File: config.mk
export PLATFORM = sky130hd
export DESIGN_NAME = pe_stream_feeder
export DESIGN_NICKNAME = d
export VERILOG_FILES = /design/src/rtl/pe_stream_feeder_pkg.sv /design/src/rtl/pe_feed_chan.sv /design/src/rtl/pe_stream_feeder.sv
export SDC_FILE = /design/constraint.sdc
export NUM_CORES = 1
export LEC_CHECK = 0
export ABC_AREA = 1
export BUFFER_PORTS_ARGS = -buffer_cell sky130_fd_sc_hd__buf_2
export CORE_ASPECT_RATIO = 0.75
export CORE_MARGIN = 2
export CORE_UTILIZATION = 55
export DETAILED_ROUTE_END_ITERATION = 6
export MAX_ROUTING_LAYER = met4
export PLACE_DENSITY_LB_ADDON = 0.1
export SLEW_MARGIN = 20
export SYNTH_ARGS = -nofsm -noshare
export SYNTH_HDL_FRONTEND = slang
export SYNTH_SLANG_ARGS = --single-unit
export TNS_END_PERCENT = 100
File: constraint.sdc
create_clock -name i_clk -period 3.99 [get_ports i_clk]
set_clock_uncertainty 0.05 [all_clocks]
set_input_delay 0.798 -clock i_clk [delete_from_list [all_inputs] [get_ports i_clk]]
set_output_delay 0.798 -clock i_clk [all_outputs]
set_load 0.01 [all_outputs]
File: src/rtl/pe_stream_feeder_pkg.sv
// Shared types for the PE stream feeder: per-configuration fetch parameters
// and the feeder FSM state encoding.
package pe_stream_feeder_pkg;

  typedef struct packed {
    logic [3:0] Pch;
    logic [3:0] R;
    logic [3:0] Pm;
    logic [5:0] Tw;
    logic [3:0] U;
    logic       PixReuse;
  } FeedConf;

  typedef enum logic [1:0] {
    ST_IDLE,
    ST_LOAD,
    ST_RUN,
    ST_DONE
  } feed_state_e;

  localparam int unsigned FIFO_DEPTH = 2;

endpackage

File: src/rtl/pe_feed_chan.sv
// One GLB-to-stream channel: linear address walker, single-cycle read tracking,
// credit-limited issue and a 2-entry output FIFO driving a rdy/ack stream.
module pe_feed_chan
  import pe_stream_feeder_pkg::*;
#(
  parameter int DATAWD = 16,
  parameter int ADDRWD = 12
) (
  input  logic              i_clk,
  input  logic              i_rst_n,
  input  logic              i_clear,
  input  logic              i_load,
  input  logic [15:0]       i_load_cnt,
  input  logic [ADDRWD-1:0] i_load_base,
  input  logic              i_run,
  output logic              o_rd,
  output logic [ADDRWD-1:0] o_raddr,
  input  logic [DATAWD-1:0] i_rdata,
  output logic              o_rdy,
  input  logic              i_ack,
  output logic [DATAWD-1:0] o_data,
  output logic              o_drained
);

  logic [15:0]       remaining;
  logic [ADDRWD-1:0] addr;
  logic              pending;
  logic [DATAWD-1:0] mem [FIFO_DEPTH];
  logic              wr_ptr;
  logic              rd_ptr;
  logic [1:0]        fill;
  logic              push;
  logic              pop;
  logic [2:0]        occ;

  assign o_raddr = addr;
  assign o_rdy   = (fill != '0);
  assign o_data  = mem[rd_ptr];

  // occ is the FIFO occupancy after this cycle, counting the in-flight read.
  always_comb begin
    pop       = o_rdy && i_ack;
    push      = pending;
    occ       = 3'(fill) + 3'(pending) - 3'(pop);
    o_rd      = i_run && (remaining != '0) && (occ < 3'(FIFO_DEPTH));
    o_drained = (remaining == '0) && (occ == '0);
  end

  always_ff @(posedge i_clk or negedge i_rst_n) begin
    if (!i_rst_n) begin
      remaining <= '0;
      addr      <= '0;
      pending   <= 1'b0;
      wr_ptr    <= 1'b0;
      rd_ptr    <= 1'b0;
      fill      <= '0;
      mem[0]    <= '0;
      mem[1]    <= '0;
    end else if (i_clear) begin
      remaining <= '0;
      pending   <= 1'b0;
      wr_ptr    <= 1'b0;
      rd_ptr    <= 1'b0;
      fill      <= '0;
    end else begin
      pending <= o_rd;
      if (i_load) begin
        remaining <= i_load_cnt;
        addr      <= i_load_base;
      end else if (o_rd) begin
        remaining <= remaining - 16'd1;
        addr      <= addr + ADDRWD'(1);
      end
      if (push) begin
        mem[wr_ptr] <= i_rdata;
        wr_ptr      <= ~wr_ptr;
      end
      if (pop) rd_ptr <= ~rd_ptr;
      fill <= fill + 2'(push) - 2'(pop);
    end
  end

endmodule

File: src/rtl/pe_stream_feeder.sv
// Producer of the PE Input/Weight rdy/ack streams: sizes one configuration,
// then drives two independent GLB fetch channels until both are drained.
module pe_stream_feeder
  import pe_stream_feeder_pkg::*;
#(
  parameter int DATAWD = 16,
  parameter int ADDRWD = 12
) (
  input  logic              i_clk,
  input  logic              i_rst_n,
  input  logic              i_start,
  input  logic              i_abort,
  input  FeedConf           i_conf,
  input  logic [ADDRWD-1:0] i_in_base,
  input  logic [ADDRWD-1:0] i_wt_base,
  output logic              o_in_rd,
  output logic [ADDRWD-1:0] o_in_raddr,
  input  logic [DATAWD-1:0] i_in_rdata,
  output logic              o_wt_rd,
  output logic [ADDRWD-1:0] o_wt_raddr,
  input  logic [DATAWD-1:0] i_wt_rdata,
  output logic              Input_rdy,
  input  logic              Input_ack,
  output logic [DATAWD-1:0] o_Input_data,
  output logic              Weight_rdy,
  input  logic              Weight_ack,
  output logic [DATAWD-1:0] o_Weight_data,
  output logic              o_busy,
  output logic              o_done
);

  feed_state_e state, state_nxt;
  logic [9:0]  tw_u;
  logic [9:0]  row_tile;
  logic [15:0] in_cnt;
  logic [15:0] wt_cnt;
  logic        chan_load;
  logic        chan_run;
  logic        in_drained;
  logic        wt_drained;

  always_comb begin
    tw_u     = 10'(i_conf.Tw) * 10'(i_conf.U);
    row_tile = i_conf.PixReuse ? tw_u + 10'(i_conf.R) - 10'd1
                               : 10'(i_conf.Tw) * 10'(i_conf.R);
    in_cnt   = 16'(i_conf.Pch) * 16'(row_tile);
    wt_cnt   = 16'(i_conf.Pch) * 16'(i_conf.R) * 16'(i_conf.Pm);
  end

  always_ff @(posedge i_clk or negedge i_rst_n) begin
    if (!i_rst_n) state <= ST_IDLE;
    else          state <= state_nxt;
  end

  // Drained flags look one cycle ahead so DONE follows the final transfer directly.
  always_comb begin
    state_nxt = state;
    chan_load = 1'b0;
    chan_run  = 1'b0;
    unique case (state)
      ST_IDLE: if (i_start) state_nxt = ST_LOAD;
      ST_LOAD: begin
        chan_load = 1'b1;
        state_nxt = ((in_cnt != '0) || (wt_cnt != '0)) ? ST_RUN : ST_DONE;
      end
      ST_RUN: begin
        chan_run = 1'b1;
        if (in_drained && wt_drained) state_nxt = ST_DONE;
      end
      ST_DONE: state_nxt = ST_IDLE;
      default: state_nxt = ST_IDLE;
    endcase
    if (i_abort) begin
      state_nxt = ST_IDLE;
      chan_load = 1'b0;
      chan_run  = 1'b0;
    end
  end

  assign o_busy = (state != ST_IDLE);
  assign o_done = (state == ST_DONE);

  pe_feed_chan #(.DATAWD(DATAWD), .ADDRWD(ADDRWD)) u_in_chan (
    .i_clk      (i_clk),
    .i_rst_n    (i_rst_n),
    .i_clear    (i_abort),
    .i_load     (chan_load),
    .i_load_cnt (in_cnt),
    .i_load_base(i_in_base),
    .i_run      (chan_run),
    .o_rd       (o_in_rd),
    .o_raddr    (o_in_raddr),
    .i_rdata    (i_in_rdata),
    .o_rdy      (Input_rdy),
    .i_ack      (Input_ack),
    .o_data     (o_Input_data),
    .o_drained  (in_drained)
  );

  pe_feed_chan #(.DATAWD(DATAWD), .ADDRWD(ADDRWD)) u_wt_chan (
    .i_clk      (i_clk),
    .i_rst_n    (i_rst_n),
    .i_clear    (i_abort),
    .i_load     (chan_load),
    .i_load_cnt (wt_cnt),
    .i_load_base(i_wt_base),
    .i_run      (chan_run),
    .o_rd       (o_wt_rd),
    .o_raddr    (o_wt_raddr),
    .i_rdata    (i_wt_rdata),
    .o_rdy      (Weight_rdy),
    .i_ack      (Weight_ack),
    .o_data     (o_Weight_data),
    .o_drained  (wt_drained)
  );

endmodule

* Yosys cells after proc, flatten, opt, wreduce, memory -nomap -nowiden
Index checks and enable logic that the tools add are counted.
** Word-level totals
- Input bits :: 85
- Output and inout bits :: 62
- Logic and storage cells :: 139
- Bits in registers :: 132
** Cells by class
- Multipliers :: 5
- Add/sub/neg operators :: 14
- Equality and inequality tests :: 5
- Reduce and logical (&&, ||, !) cells :: 37
- $lt $le $gt $ge :: 8
- Bitwise logic cells :: 9
- Mux-type cells :: 44
** Operators by type and width (number)
- 2-to-1 mux 16 bit :: 14
- bitwise mux 32 bit :: 2
- nonzero test 16 bit :: 4
- 2-to-1 mux 12 bit :: 4
- demux 16 bit (select 1 bit) :: 2
- zero test 16 bit :: 2
- subtractor 16 x 1 -> 16 bit (second input constant) :: 2
- adder 12 x 1 -> 12 bit (second input constant) :: 2
- multiplier 6 x 4 -> 10 bit :: 2
- nonzero test 2 bit :: 9
- 2-to-1 mux 1 bit :: 15
- multiplier 4 x 10 -> 14 bit :: 1
- multiplier 8 x 4 -> 12 bit :: 1
- logical AND 1 bit :: 11
- adder 10 x 4 -> 10 bit :: 1
- 2-to-1 mux 10 bit :: 1
- 2-to-1 mux 2 bit :: 5
- AND reduction 2 bit :: 5
- subtractor 10 x 1 -> 10 bit (second input constant) :: 1
- >= comparator 2 bit (second input constant) :: 4
- multiplier 4 x 4 -> 8 bit :: 1
- inverter 1 -> 2 bit :: 4
- one-hot mux 2 bit (4 select lines) :: 1
- adder 2 x 1 -> 3 bit :: 2
- other kinds (13) :: 26

* Logic depth before layout (Yosys ltp)
Gate-level depths: netlist of run 1.
- Depth after elaboration :: 10
- Depth in mapped cells :: 38
- Gate-level depth less buffers :: 37

* Cells and area by module
A second synthesis of run 1 with hierarchy kept.
** Second synthesis, totals
- Cells, all modules :: 1892
- Area, all modules :: 12443.2 um^2
** By module, submodules not included
- pe_stream_feeder :: cells each 791, area each 4913.5 um^2, times used 1, seq. area each 50.0 um^2
- pe_feed_chan at u_in_chan :: cells each 552, area each 3768.6 um^2, times used 1, seq. area each 1626.6 um^2
- pe_feed_chan at u_wt_chan :: cells each 549, area each 3761.1 um^2, times used 1, seq. area each 1626.6 um^2

* Least setup slack after synthesis of run 1
No wires, ideal clock.
- Kind :: in2reg
- Start :: input port i_conf[18] (netlist name)
- End :: register state[0]
- Arrival time :: 6.306 ns
- Library setup time :: 0.066 ns
- Data required time :: 3.874 ns
- Path buffers :: 1
- Slack :: -2.432 ns
- Stages on the path :: 34
- Cell sequence :: clkbuf_1 -> inv_1 -> fa_1 -> fa_1 -> fa_1 -> inv_1 -> fa_1 -> nand2_1 -> nand2_1 -> a21oi_1 -> nor2_1 -> o21ai_0 -> nand2_1 -> a21oi_1 -> o21ai_0 -> nand2_1 -> nor2_1 -> fa_1 -> inv_1 -> fa_1 -> inv_1 -> ha_1 -> nand2_1 -> nor2_1 -> nand3_1 -> nand3_1 -> nand2_1 -> nand2_1 -> nand4_1 -> nor2_1 -> nand2_1 -> nand2_1 -> nand2_1 -> nand2_1
** Between the ends
- Word-level cells in the longest chain between the ends :: 9
- Elaborated cells between the ends (all ways) :: 13
- Those cells by class :: add/sub (2); mul (4); mux (4); reduce/logical (3)
** Ends and longest elaborated chain
- start: declaration :: RTL line pe_stream_feeder.sv:13 : input FeedConf i_conf,
- adder 10 x 4 -> 10 bit :: RTL line pe_stream_feeder.sv:44 : row_tile = i_conf.PixReuse ? tw_u + 10'(i_conf.R) - 10'd1
- subtractor 10 x 1 -> 10 bit :: RTL line pe_stream_feeder.sv:44
- 2-to-1 mux 10 bit :: RTL line pe_stream_feeder.sv:44
- multiplier 4 x 10 -> 14 bit :: RTL line pe_stream_feeder.sv:46 : in_cnt = 16'(i_conf.Pch) * 16'(row_tile);
- nonzero test 16 bit :: RTL line pe_stream_feeder.sv:64 : state_nxt = ((in_cnt != '0) || (wt_cnt != '0)) ? ST_RUN : ST_DONE;
- logical OR 1 bit (*) :: RTL line pe_stream_feeder.sv:64
- 2-to-1 mux 1 bit (*) :: RTL line pe_stream_feeder.sv:64
- one-hot mux 2 bit (4 select lines) (*) :: RTL line pe_stream_feeder.sv:60 : unique case (state)
- 2-to-1 mux 2 bit (*) :: RTL line pe_stream_feeder.sv:73 : if (i_abort) begin
- end signal: assignment :: RTL line pe_stream_feeder.sv:52 : else state <= state_nxt;
- end: declaration :: RTL line pe_stream_feeder.sv:32 : feed_state_e state, state_nxt;
Mark *: on every way between the ends. The rest lies on a longest branch, timed or not.
A chain may end at the register's enable or synchronous reset.

* Worst setup path in the final report of run 1
- Start :: input port i_conf[7] (netlist name)
- End :: register state[0]
** Between the ends
- Word-level cells in the longest chain between the ends :: 10
- Elaborated cells between the ends (all ways) :: 11
- Those cells by class :: add/sub (2); mul (3); mux (4); reduce/logical (2)
** Ends and longest elaborated chain
- multiplier 6 x 4 -> 10 bit :: RTL line pe_stream_feeder.sv:43 : tw_u = 10'(i_conf.Tw) * 10'(i_conf.U);
- adder 10 x 4 -> 10 bit :: RTL line pe_stream_feeder.sv:44
- subtractor 10 x 1 -> 10 bit :: RTL line pe_stream_feeder.sv:44
- 2-to-1 mux 10 bit (*) :: RTL line pe_stream_feeder.sv:44
- multiplier 4 x 10 -> 14 bit (*) :: RTL line pe_stream_feeder.sv:46
- nonzero test 16 bit (*) :: RTL line pe_stream_feeder.sv:64
- logical OR 1 bit (*) :: RTL line pe_stream_feeder.sv:64
- 2-to-1 mux 1 bit (*) :: RTL line pe_stream_feeder.sv:64
- one-hot mux 2 bit (4 select lines) (*) :: RTL line pe_stream_feeder.sv:60
- 2-to-1 mux 2 bit (*) :: RTL line pe_stream_feeder.sv:73
Marked as above.

==> out/metrics.yaml, run 1 <==
cts.sinks: 132
dieArea_mm2: 0.02203
area_growth_pct: 30.83
power_frac_comb_pct: 66.6
clockRootBuffer: "clkbuf_16"
path_clk_slew_ps: 60
grt_pass1_vias: 10610
setup-violations-final: 21
clk_path_buf_depth: 2
grt_pass1_wl_mm: 49.88
nets: 2107
min_period_over_period_pct: 145.8
finalSetupTns_ps: -24100
ant_nets: 0
worst_slack_ps: -1825
core_area_mm2: 0.02033
maxCapViolations: 0
power_switching_mw: 5.237
die_x_um: 170.7
ff2ff_setup_slack_ps: 850
grt_max_degree: 91
p_leak_nw: 8.289
drv_slew: 0
portBuffers: 146
min_path_type: "in2async"
seq_area_mm2: 0.003303
wl_per_cell_um: 13.90
routed_wl_mm: 30.14
powerDensity_mw_per_mm2: 750.0
grt-ovfl-total: 0
hpwl_mm: 22.17
place_ws_ps: -2283
status: "finished, violations left"
period_minus_slack_ps: 5815
ios: 147
numCtsBuffers: 17
grt_use_total_pct: 28.76
dr.first_iter.drc_count: 860
p_int_mw: 6.016
nFillCells: 1571
drive_gt1_share_pct: 28.10
synth_warnings: 0
synth_cells: 1616
rsz0062_at_grt: "true"
mappedNetlistArea_mm2: 0.01147
rows: 45
required_ps: 4290
cp.arrival_ps: 6110
multi_input_area_mm2: 0.007690
synthDistinctLibCells: 45
violations: "negative setup slack"
final-hold-violation-count: 0
seqPwrFrac_pct: 19.9
r2r-end: "u_in_chan.remaining[0]"
crit_fanout: 5
synth_nets: 1850
antenna_found_initial: 1
dr.pass1.iters: 6
reg2reg_depth: 15
clockPowerShare_pct: 13.5
initial_core_util_pct: 56.42
synth_seq_cells: 132
cts_tree: "yes"
syn_area_per_cell_um2: 7.096
sw_frac_of_total_pct: 46.54
vias: 11210
synth_top_area_share_pct: 28.81
ys_seq_area_share_pct: 28.81
ir_worst_vdd_mv: 0.4967
drc_errors: 0
r2r-start: "u_in_chan.fill[1]"
fp.dieH_um: 129.1
synth.area.top_cells: "dfrtp_1 (29%), nand2_1 (16%), ha_1 (10%)"
critPathSlowestCell: "fa_1"
cp-endpoint: "state[0]"
cts-htree-levels: 4
crit_path_start: "i_conf[7]"
synth_top_cell_by_area: "dfrtp_1"
start_kind: "input port"
gp_congestion: 0.8917
critPathMaxStageDelay_ps: 540
tightest_slew_ps: 1031
insertion_delay_ps: 410
max_freq_mhz: 172.0
viasPerCell: 5.169
cp-end-kind: "flop"
worstSetupPathType: "in2reg"
slew_headroom_pct: 31.06
what timing repair did:
item | 4_1_cts | 5_1_grt
setup endpoints to repair | 21 | 22
hold buffers | 0 | 0
pin swaps | 82 | 51
buffers inserted | 20 | 5
endpoints found under the hold margin | 0 | 0
resized for setup | 134 | 68
layer usage:
layer	routed length, um	global-route usage [%]
met4	295	5.983
met1	14220	41.38
met5	0	-
met3	2125	4.887
met2	13500	42.96
cell usage after synthesis (all sizes together):
master / n
o31ai: 2
o21a: 1
a21oi: 48
xor2: 24
nor3: 17
a32o: 4
nand4: 17
nand3b: 12
a22oi: 2
o22ai: 11
buf: 9
and3: 2
fa: 56
dfrtp: 132
nor2: 118
clkbuf: 39
o221ai: 4
nor4: 3
clkinv: 4
o211ai: 7
a211oi: 1
a21o: 1
ha: 93
a21boi: 1
nand2: 488
o21ai: 121
a31oi: 13
xnor2: 7
inv: 301
a2bb2oi: 1
or2: 10
o311ai: 1
nand3: 66
metrics by stage:
stage	power, mW	hold WS [ps]	instance area [um2]	utilization (%)	std cells
2_1_floorplan	6.387	402.9	11800	-	1616
4_1_cts	10.86	427.7	14700	72.32	2162
5_1_grt	12.22	451.6	15000	73.81	2169
3_5_place_dp	8.513	423.2	13490	66.35	2111
6_report	11.25	386.5	15000	73.81	2169
3_3_place_gp	8.362	415.2	13490	66.35	2111
placed cells by master, fill, tap and decap left out, drive strengths merged:
master and count:
o21ai 121, a211oi 1, nor3 17, a32o 4, o31ai 2, xor2 24, nand2 488, a2bb2oi 1
clkbuf 18, ha 93, diode 1, o22ai 11, inv 309, xnor2 7, buf 286, nor4 3
a21oi 48, o211ai 7, clkinv 8, fa 56, dfrtp 132, nor2 118, a21o 1, nand3 66
nand3b 12, o311ai 1, or2 10, a31oi 13, and3 2, a22oi 2, nand4 17, clkinvlp 2
o21a 1, o221ai 4, a21boi 1
power groups by stage:
stage	combinational (mW)	clock [mW]	sequential (mW)
6_report	7.50	1.51	2.24
5_1_grt	8.32	1.59	2.31
4_1_cts	7.10	1.53	2.23
3_5_place_dp	6.27	0	2.24
3_3_place_gp	6.14	0	2.23
2_1_floorplan	4.19	0	2.20
critical path: cells and delay by family:
kind | cells | cell delay (ps)
compound gates | 5 | 680
buf+inv | 4 | 230
simple gates | 17 | 1340
fa+ha+maj | 8 | 3050
how the worst min path moves through the flow:
stage	startpoint	to	slack (ps)	cells past startpoint
after floorplan	u_in_chan.mem[14]	u_in_chan.mem[14]	400	2
after global placement	u_wt_chan.mem[19]	u_wt_chan.mem[19]	420	2
after detailed placement	u_in_chan.mem[12]	u_in_chan.mem[12]	420	2
after CTS	i_rst_n	u_wt_chan.mem[19]	430	1
after global routing	i_rst_n	u_wt_chan.remaining[3]	450	1
final	i_rst_n	u_wt_chan.remaining[5]	390	1
cell type report:
class | count | share of cell area (%)
clock buffer | 18 | 2.927
tap | 282 | 2.352
inverter | 305 | 7.639
antenna | 1 | 0.01668
sequential | 132 | 22.02
multi-input combinational | 1131 | 51.26
clock inverter | 14 | 0.9007
timing repair buffer | 286 | 12.89
cell families (layout without fill, tap and decap cells):
family / Yosys count / count (layout) / synth area share (%)
buffers and inverters: 353 / 623 / 11.72
flip-flops: 132 / 132 / 28.81
other: 0 / 1 / 0
XOR/XNOR: 31 / 31 / 2.368
AO/OA/AOI/OAI: 218 / 218 / 10.47
AND/OR/NAND/NOR: 733 / 733 / 26.71
adder cells (fa/ha/maj): 149 / 149 / 19.92
registers in the layout, summed over array words and instances, names as in the netlist, 2 cells and up:
register             cells
state                    2
u_in_chan.fill           2
u_in_chan.mem           32
u_in_chan.o_raddr       12
u_in_chan.remaining     16
u_wt_chan.fill           2
u_wt_chan.mem           32
u_wt_chan.o_raddr       12
u_wt_chan.remaining     16
Power figures use the tool's default switching activity.
==> inputs of run 2 (changes only) <==
Settings changed: CTS_CLUSTER_DIAMETER set to 100, SYNTH_HIERARCHICAL set to 1.
==> run 2 against run 1 <==
The flow still finishes with violations (negative setup slack). Sequential share of layout area fell by 1.4 points. Global-route usage rose by 0.71 points. Design area rose by 7.0%. Final cell count rose by 13%. Hold slack improved by 45 ps. Maximum frequency rose by 3.2%. Die area rose by 8.3%. Critical path depth fell by 2. First-iteration DRC count fell by 0.70%. Sequential power rose by 4%. Routed wire length rose by 12%. Total power rose by 21%. Critical path type unchanged. Largest power group unchanged.
==> out/metrics.yaml, run 2 <==
multi_input_area_mm2: 0.008603  # was 0.007690 mm2
mostFrequentLayoutCells: "nand2_1 (693), inv_1 (257), buf_2 (134)"  # was nand2_1 (417), inv_1 (276), buf_2 (136)
die_x_um: 177.7  # was 170.7 um
max_freq_mhz: 177.4  # was 172.0 MHz
drv_slew: 0  # unchanged
final-hold-violation-count: 0  # unchanged
dr.pass1.iters: 5  # was 6
numCtsBuffers: 17  # unchanged
viasPerCell: 5.162  # was 5.169
synth_edf_count: 0  # unchanged
power_frac_comb_pct: 71.6  # was 66.6%
fin_hold_ws_ps: 431.7  # was 386.5 ps
insertion_delay_ps: 420  # was 410 ps
worstSetupPathType: "in2reg"  # unchanged
area_growth_pct: 28.99  # was 30.83%
final_common_cell: "nand2_1"  # unchanged
hpwl_mm: 24.72  # was 22.17 mm
p_leak_nw: 9.330  # was 8.289 nW
worst_slack_ps: -1646  # was -1825 ps
power_switching_mw: 6.848  # was 5.237 mW
dr.first_iter.drc_count: 854  # was 860
grt_use_total_pct: 29.47  # was 28.76%
powerDensity_mw_per_mm2: 850.0  # was 750.0 mW/mm2
critPathMaxStageDelay_ps: 490  # was 540 ps
crit_fanout: 7  # was 5
sw_frac_of_total_pct: 50.20  # was 46.54%
cts.sinks: 132  # unchanged
tightest_slew_ps: 950.6  # was 1031 ps
rows: 47  # was 45
grt_pass1_vias: 11660  # was 10610
status: "finished, violations left"  # unchanged
setup-violations-final: 21  # unchanged
cp-end-kind: "flop"  # unchanged
async_reset_ff_share_pct: 100.0  # unchanged
grt-ovfl-total: 0  # unchanged
syn_area_per_cell_um2: 6.577  # was 7.096 um2
seq_area_mm2: 0.003303  # unchanged
antenna_found_initial: 0  # was 1
wl_per_cell_um: 13.75  # was 13.90 um
clk_path_buf_depth: 2  # unchanged
cp.arrival_ps: 5940  # was 6110 ps
p_int_mw: 6.794  # was 6.016 mW
synth_most_common_cell: "nand2_1"  # unchanged
hold_buffers: 0  # unchanged
clockRootBuffer: "clkbuf_16"  # unchanged
synthFlopType: "dfrtp_1"  # unchanged
reg.largest.list: "u_in_chan/mem: 32 flops, u_wt_chan/mem: 32 flops"  # was u_in_chan.mem: 32 flops, u_wt_chan.mem: 32 flops
rsz0062_at_grt: "true"  # unchanged
synth_seq_cells: 132  # unchanged
vias: 12690  # was 11210
initial_core_util_pct: 56.28  # was 56.42%
grt_max_degree: 116  # was 91
path_clk_slew_ps: 70  # was 60 ps
ir_worst_vdd_mv: 0.5360  # was 0.4967 mV
cts-htree-levels: 4  # unchanged
core_area_mm2: 0.02211  # was 0.02033 mm2
synth_warnings: 6  # was 0
ys_top_cells_by_count: "nand2_1 (773), inv_1 (297), dfrtp_1 (132)"  # was nand2_1 (483), inv_1 (296), dfrtp_1 (132)
portBuffers: 146  # unchanged
slew_headroom_pct: 36.63  # was 31.06%
min_path_type: "in2async"  # unchanged
fp.dieH_um: 134.3  # was 129.1 um
ys_seq_area_share_pct: 26.55  # was 28.81%
maxCapViolations: 0  # unchanged
grt_pass1_wl_mm: 55.64  # was 49.88 mm
clockPowerShare_pct: 11.3  # was 13.5%
nFillCells: 1855  # was 1571
ios: 147  # unchanged
routed_wl_mm: 33.81  # was 30.14 mm
cts_tree: "yes"  # unchanged
synth_top_cell_by_area: "dfrtp_1"  # unchanged
drc_errors: 0  # unchanged
critPathSlowestCell: "fa_1"  # unchanged
gp_congestion: 0.9397  # was 0.8917
synth.area.top_cells: "dfrtp_1 (27%), nand2_1 (23%), ha_1 (9.6%)"  # was dfrtp_1 (29%), nand2_1 (16%), ha_1 (10%)
drive_gt1_share_pct: 26.66  # was 28.10%
final_area_mm2: 0.01605  # was 0.01500 mm2
dieArea_mm2: 0.02386  # was 0.02203 mm2
ant_nets: 0  # unchanged
dpl_cell_area_mm2: 0.01455  # was 0.01349 mm2
required_ps: 4300  # was 4290 ps
synth_top_area_share_pct: 26.55  # was 28.81%
period_minus_slack_ps: 5636  # was 5815 ps
synth_cells: 1892  # was 1616
synthDistinctLibCells: 43  # was 45
seqPwrFrac_pct: 17.2  # was 19.9%
violations: "negative setup slack"  # unchanged
mappedNetlistArea_mm2: 0.01244  # was 0.01147 mm2
nets: 2387  # was 2107
place_ws_ps: -2154  # was -2283 ps
diodes: 0  # was 1
min_period_over_period_pct: 141.2  # was 145.8%
start_kind: "input port"  # unchanged
run 2: cell families (layout without fill, tap and decap cells):
logic type / count (synthesis) / count (layout) / share of synthesized area, %
xor gates and xnor gates: 17 / 17 / 1.257
DFF: 132 / 132 / 26.55
AOI/OAI and AO/OA: 150 / 150 / 6.596
other: 1 / 6 / 0.03014
buffers and inverters: 366 / 633 / 11.41
and+or+nand+nor: 1075 / 1075 / 35.60
adders and majority gates: 151 / 151 / 18.56
run 2: routing by layer:
metal  track usage, %  up-vias  part of all wire (%)
met3            5.754       23                   8.0
li1                 -     6280                     -
met1            43.23     5968                    48
met4            4.690        0                  0.64
met5                -        -                     0
met2            42.89      417                    44
run 2: cell type report:
type	instances	share of cell area (%)
Multi-Input combinational cell	1399	53.60
Sequential cell	132	20.58
Timing Repair Buffer	293	12.65
Inverter	308	7.250
Clock buffer	17	2.650
Tap cell	294	2.292
Clock inverter	15	0.9744
run 2: final timing paths:
kind,startpoint,to,slack [ps],cells past startpoint
min in group i_clk,u_in_chan/mem[14],u_in_chan/mem[14],440,2
max,i_conf[6],state[0],-1650,32
max in group asynchronous,i_rst_n,u_wt_chan/o_raddr[6],2640,2
min,i_rst_n,u_in_chan/o_raddr[11],430,1
max reg2reg,u_in_chan/fill[1],u_in_chan/remaining[11],890,15
min reg2reg,u_in_chan/mem[14],u_in_chan/mem[14],440,2
run 2: stage by stage:
stage / instances / utilization [%] / power (mW) / setup TNS, ps
after floorplan: 1897 / - / 8.265 / -22870
after global placement: 2402 / 65.80 / 10.64 / -33220
after detailed placement: 2402 / 65.80 / 10.85 / -35290
after CTS: 2448 / 70.53 / 12.97 / -22580
after global routing: 2458 / 72.59 / 14.99 / -28320
final: 2458 / 72.59 / 13.64 / -23980
run 2: timing repair:
item,in CTS,in global routing
setup buffers,15,14
pin swaps,72,84
resized for setup,102,118
setup endpoints to repair,21,22
run 2: power by group through the flow:
stage / logic (mW) / registers (mW) / clock network [mW]
detailed placement: 8.51 / 2.34 / 0
global placement: 8.32 / 2.32 / 0
CTS: 9.09 / 2.33 / 1.56
finish: 9.76 / 2.34 / 1.54
global route: 11.0 / 2.42 / 1.62
floorplan: 6.01 / 2.26 / 0
run 2: critical path, delay by kind of cell:
family / cells / cell delay (ps)
AND/OR/NAND/NOR: 16 / 1170
AO/OA/AOI/OAI: 4 / 570
buffers and inverters: 4 / 250
adder cells (fa/ha/maj): 8 / 3150
==> inputs of run 3 (changes only) <==
Settings changed: GPL_TIMING_DRIVEN set to 0, SYNTH_HIERARCHICAL 1 to unset.
==> run 3 against run 2 <==
Clock power hardly changed. Total power is 19% lower. Critical endpoint unchanged. Global-route usage hardly changed. Final cell count is 14% lower. Design area is 8.9% lower. Register-to-register slack worse by 180 ps. Critical path depth is 3 higher. Combinational power is 25% lower. The flow still finishes with violations (negative setup slack).
==> out/metrics.yaml, run 3 (synthesis gave the netlist of run 1 again) <==
status: "finished, violations left"  # unchanged
violations: "negative setup slack"  # unchanged
min_path_type: "in2async"  # unchanged
path_clk_slew_ps: 70  # about the same
crit_buf_inv: 4  # unchanged
crit_fanout: 8  # was 7
nFillCells: 1645  # was 1855
dr.first_iter.drc_count: 861  # was 854
max_freq_mhz: 168.7  # was 177.4 MHz
ff2ff_setup_slack_ps: 710  # was 890 ps
core_area_mm2: 0.02033  # was 0.02211 mm2
crit_top_cell: "nand2_1"
gp_congestion: 0.8907  # was 0.9397
start_kind: "input port"  # unchanged
rows: 45  # was 47
routed_wl_mm: 31.06  # was 33.81 mm
drv_slew: 0  # unchanged
grt_max_degree: 76  # was 116
grt-ovfl-total: 0  # unchanged
reg.largest.list: "u_in_chan.mem: 32 flops, u_wt_chan.mem: 32 flops"  # was u_in_chan/mem: 32 flops, u_wt_chan/mem: 32 flops
drc_errors: 0  # unchanged
cts.sinks: 132  # unchanged
mostFrequentLayoutCells: "nand2_1 (409), inv_1 (267), buf_2 (141)"  # was nand2_1 (693), inv_1 (257), buf_2 (134)
cts-htree-levels: 4  # unchanged
cp-end-kind: "flop"  # unchanged
wl_per_cell_um: 14.66  # was 13.75 um
tightest_slew_ps: 843.2  # was 950.6 ps
nets: 2057  # was 2387
portBuffers: 139  # was 146
clk_path_buf_depth: 2  # unchanged
viasPerCell: 5.280  # was 5.162
cts_tree: "yes"  # unchanged
grt_pass1_wl_mm: 50.61  # was 55.64 mm
grt_pass1_vias: 10710  # was 11660
worst_slack_ps: -1939  # was -1646 ps
slew_headroom_pct: 43.79  # was 36.63%
p_leak_nw: 7.934  # was 9.330 nW
final-hold-violation-count: 0  # unchanged
critPathTopFamily: "adder cells"  # unchanged
drive_gt1_share_pct: 25.49  # was 26.66%
cp.arrival_ps: 6230  # was 5940 ps
numCtsBuffers: 17  # unchanged
final_common_cell: "nand2_1"  # unchanged
fp.dieH_um: 129.1  # was 134.3 um
min_period_over_period_pct: 148.6  # was 141.2%
die_x_um: 170.7  # was 177.7 um
rsz0062_at_grt: "true"  # unchanged
multi_input_area_mm2: 0.007777  # was 0.008603 mm2
finalNonFillerCells: 2119  # was 2458
hpwl_mm: 22.44  # was 24.72 mm
antenna_found_initial: 1  # was 0
setup-violations-final: 21  # unchanged
dieArea_mm2: 0.02203  # was 0.02386 mm2
maxCapViolations: 0  # unchanged
period_minus_slack_ps: 5929  # was 5636 ps
ios: 147  # unchanged
grt_use_total_pct: 29.48  # was 29.47%
ant_nets: 0  # unchanged
fin_hold_ws_ps: 233.6  # was 431.7 ps
seq_area_mm2: 0.003303  # unchanged
vias: 11190  # was 12690
area_growth_pct: 27.56  # was 28.99%
initial_core_util_pct: 56.42  # was 56.28%
worstSetupPathType: "in2reg"  # unchanged
critPathMaxStageDelay_ps: 500  # was 490 ps
insertion_delay_ps: 420  # about the same
critPathSlowestCell: "fa_1"  # unchanged
ir_worst_vdd_mv: 0.4826  # was 0.5360 mV
dr.pass1.iters: 6  # was 5
powerDensity_mw_per_mm2: 756.2  # was 850.0 mW/mm2
required_ps: 4290  # was 4300 ps
clockRootBuffer: "clkbuf_16"  # unchanged
hold_buffers: 0  # unchanged
placed_cells: 2038  # was 2402
-- run 3: cell types whose count changed in the layout (fill, tap and decap cells not counted), moves of 13 or more --
cell      change
nand2_1     -284
buf_4        -83
nand3_1      -40
clkbuf_1     +29
o21ai_0      +25
buf_6        -16
nor2_1       -15
a21oi_1      +14
inv_2        -14
nor3_1       +13
xor2_1       +13
-- run 3: final timing paths --
check / from / endpoint / cells past startpoint
max: i_conf[7] / state[0] / 35
min: i_rst_n / u_wt_chan.remaining[0] / 1
max reg2reg: u_in_chan.fill[1] / u_in_chan.remaining[2] / 15
min reg2reg: u_in_chan.mem[18] / u_in_chan.mem[18] / 2
max in group asynchronous: i_rst_n / u_in_chan.mem[1] / 2
min in group i_clk: u_in_chan.mem[18] / u_in_chan.mem[18] / 2
-- run 3: routing by layer --
layer  GRT usage [%]  wire, um  vias to the layer above
met2           43.22     13510                      419
met3           5.681      2599                       37
met4           5.882       344                        0
met5               -         0                        -
li1                -         -                     5461
met1           42.78     14610                     5272
-- run 3: cell type report --
class | instances | share of cell area, %
antenna | 1 | 0.01711
multi-input combinational | 1131 | 53.17
timing repair buffer | 188 | 7.792
tap | 282 | 2.412
inverter | 305 | 7.886
sequential | 132 | 22.58
buffer | 48 | 2.232
clock buffer | 18 | 3.002
clock inverter | 14 | 0.9067
-- run 3: per-stage QoR --
stage	utilization, %	power [mW]	setup slack [ps]	TNS [ps]	instance area (um2)
finish	71.97	11.06	-1939	-24800	14630
global route	71.97	11.97	-2185	-28490	14630
CTS	69.45	10.25	-1868	-24330	14120
detailed placement	63.38	7.887	-2577	-35300	12880
global placement	63.19	7.743	-2523	-34140	12840
floorplan	-	6.387	-1927	-24110	11800
-- run 3: where the power goes --
part	total, mW	switching [mW]	internal [mW]
sequential	2.24	0.412	1.83
combinational	7.29	4.24	3.06
clock	1.53	0.688	0.842
-- run 3: repair_timing --
action / in CTS / in global routing
endpoints found under the setup margin: 20 / 23
pin swaps: 67 / 64
resized for setup: 115 / 102
gates cloned: 0 / 0
setup buffers: 31 / 18
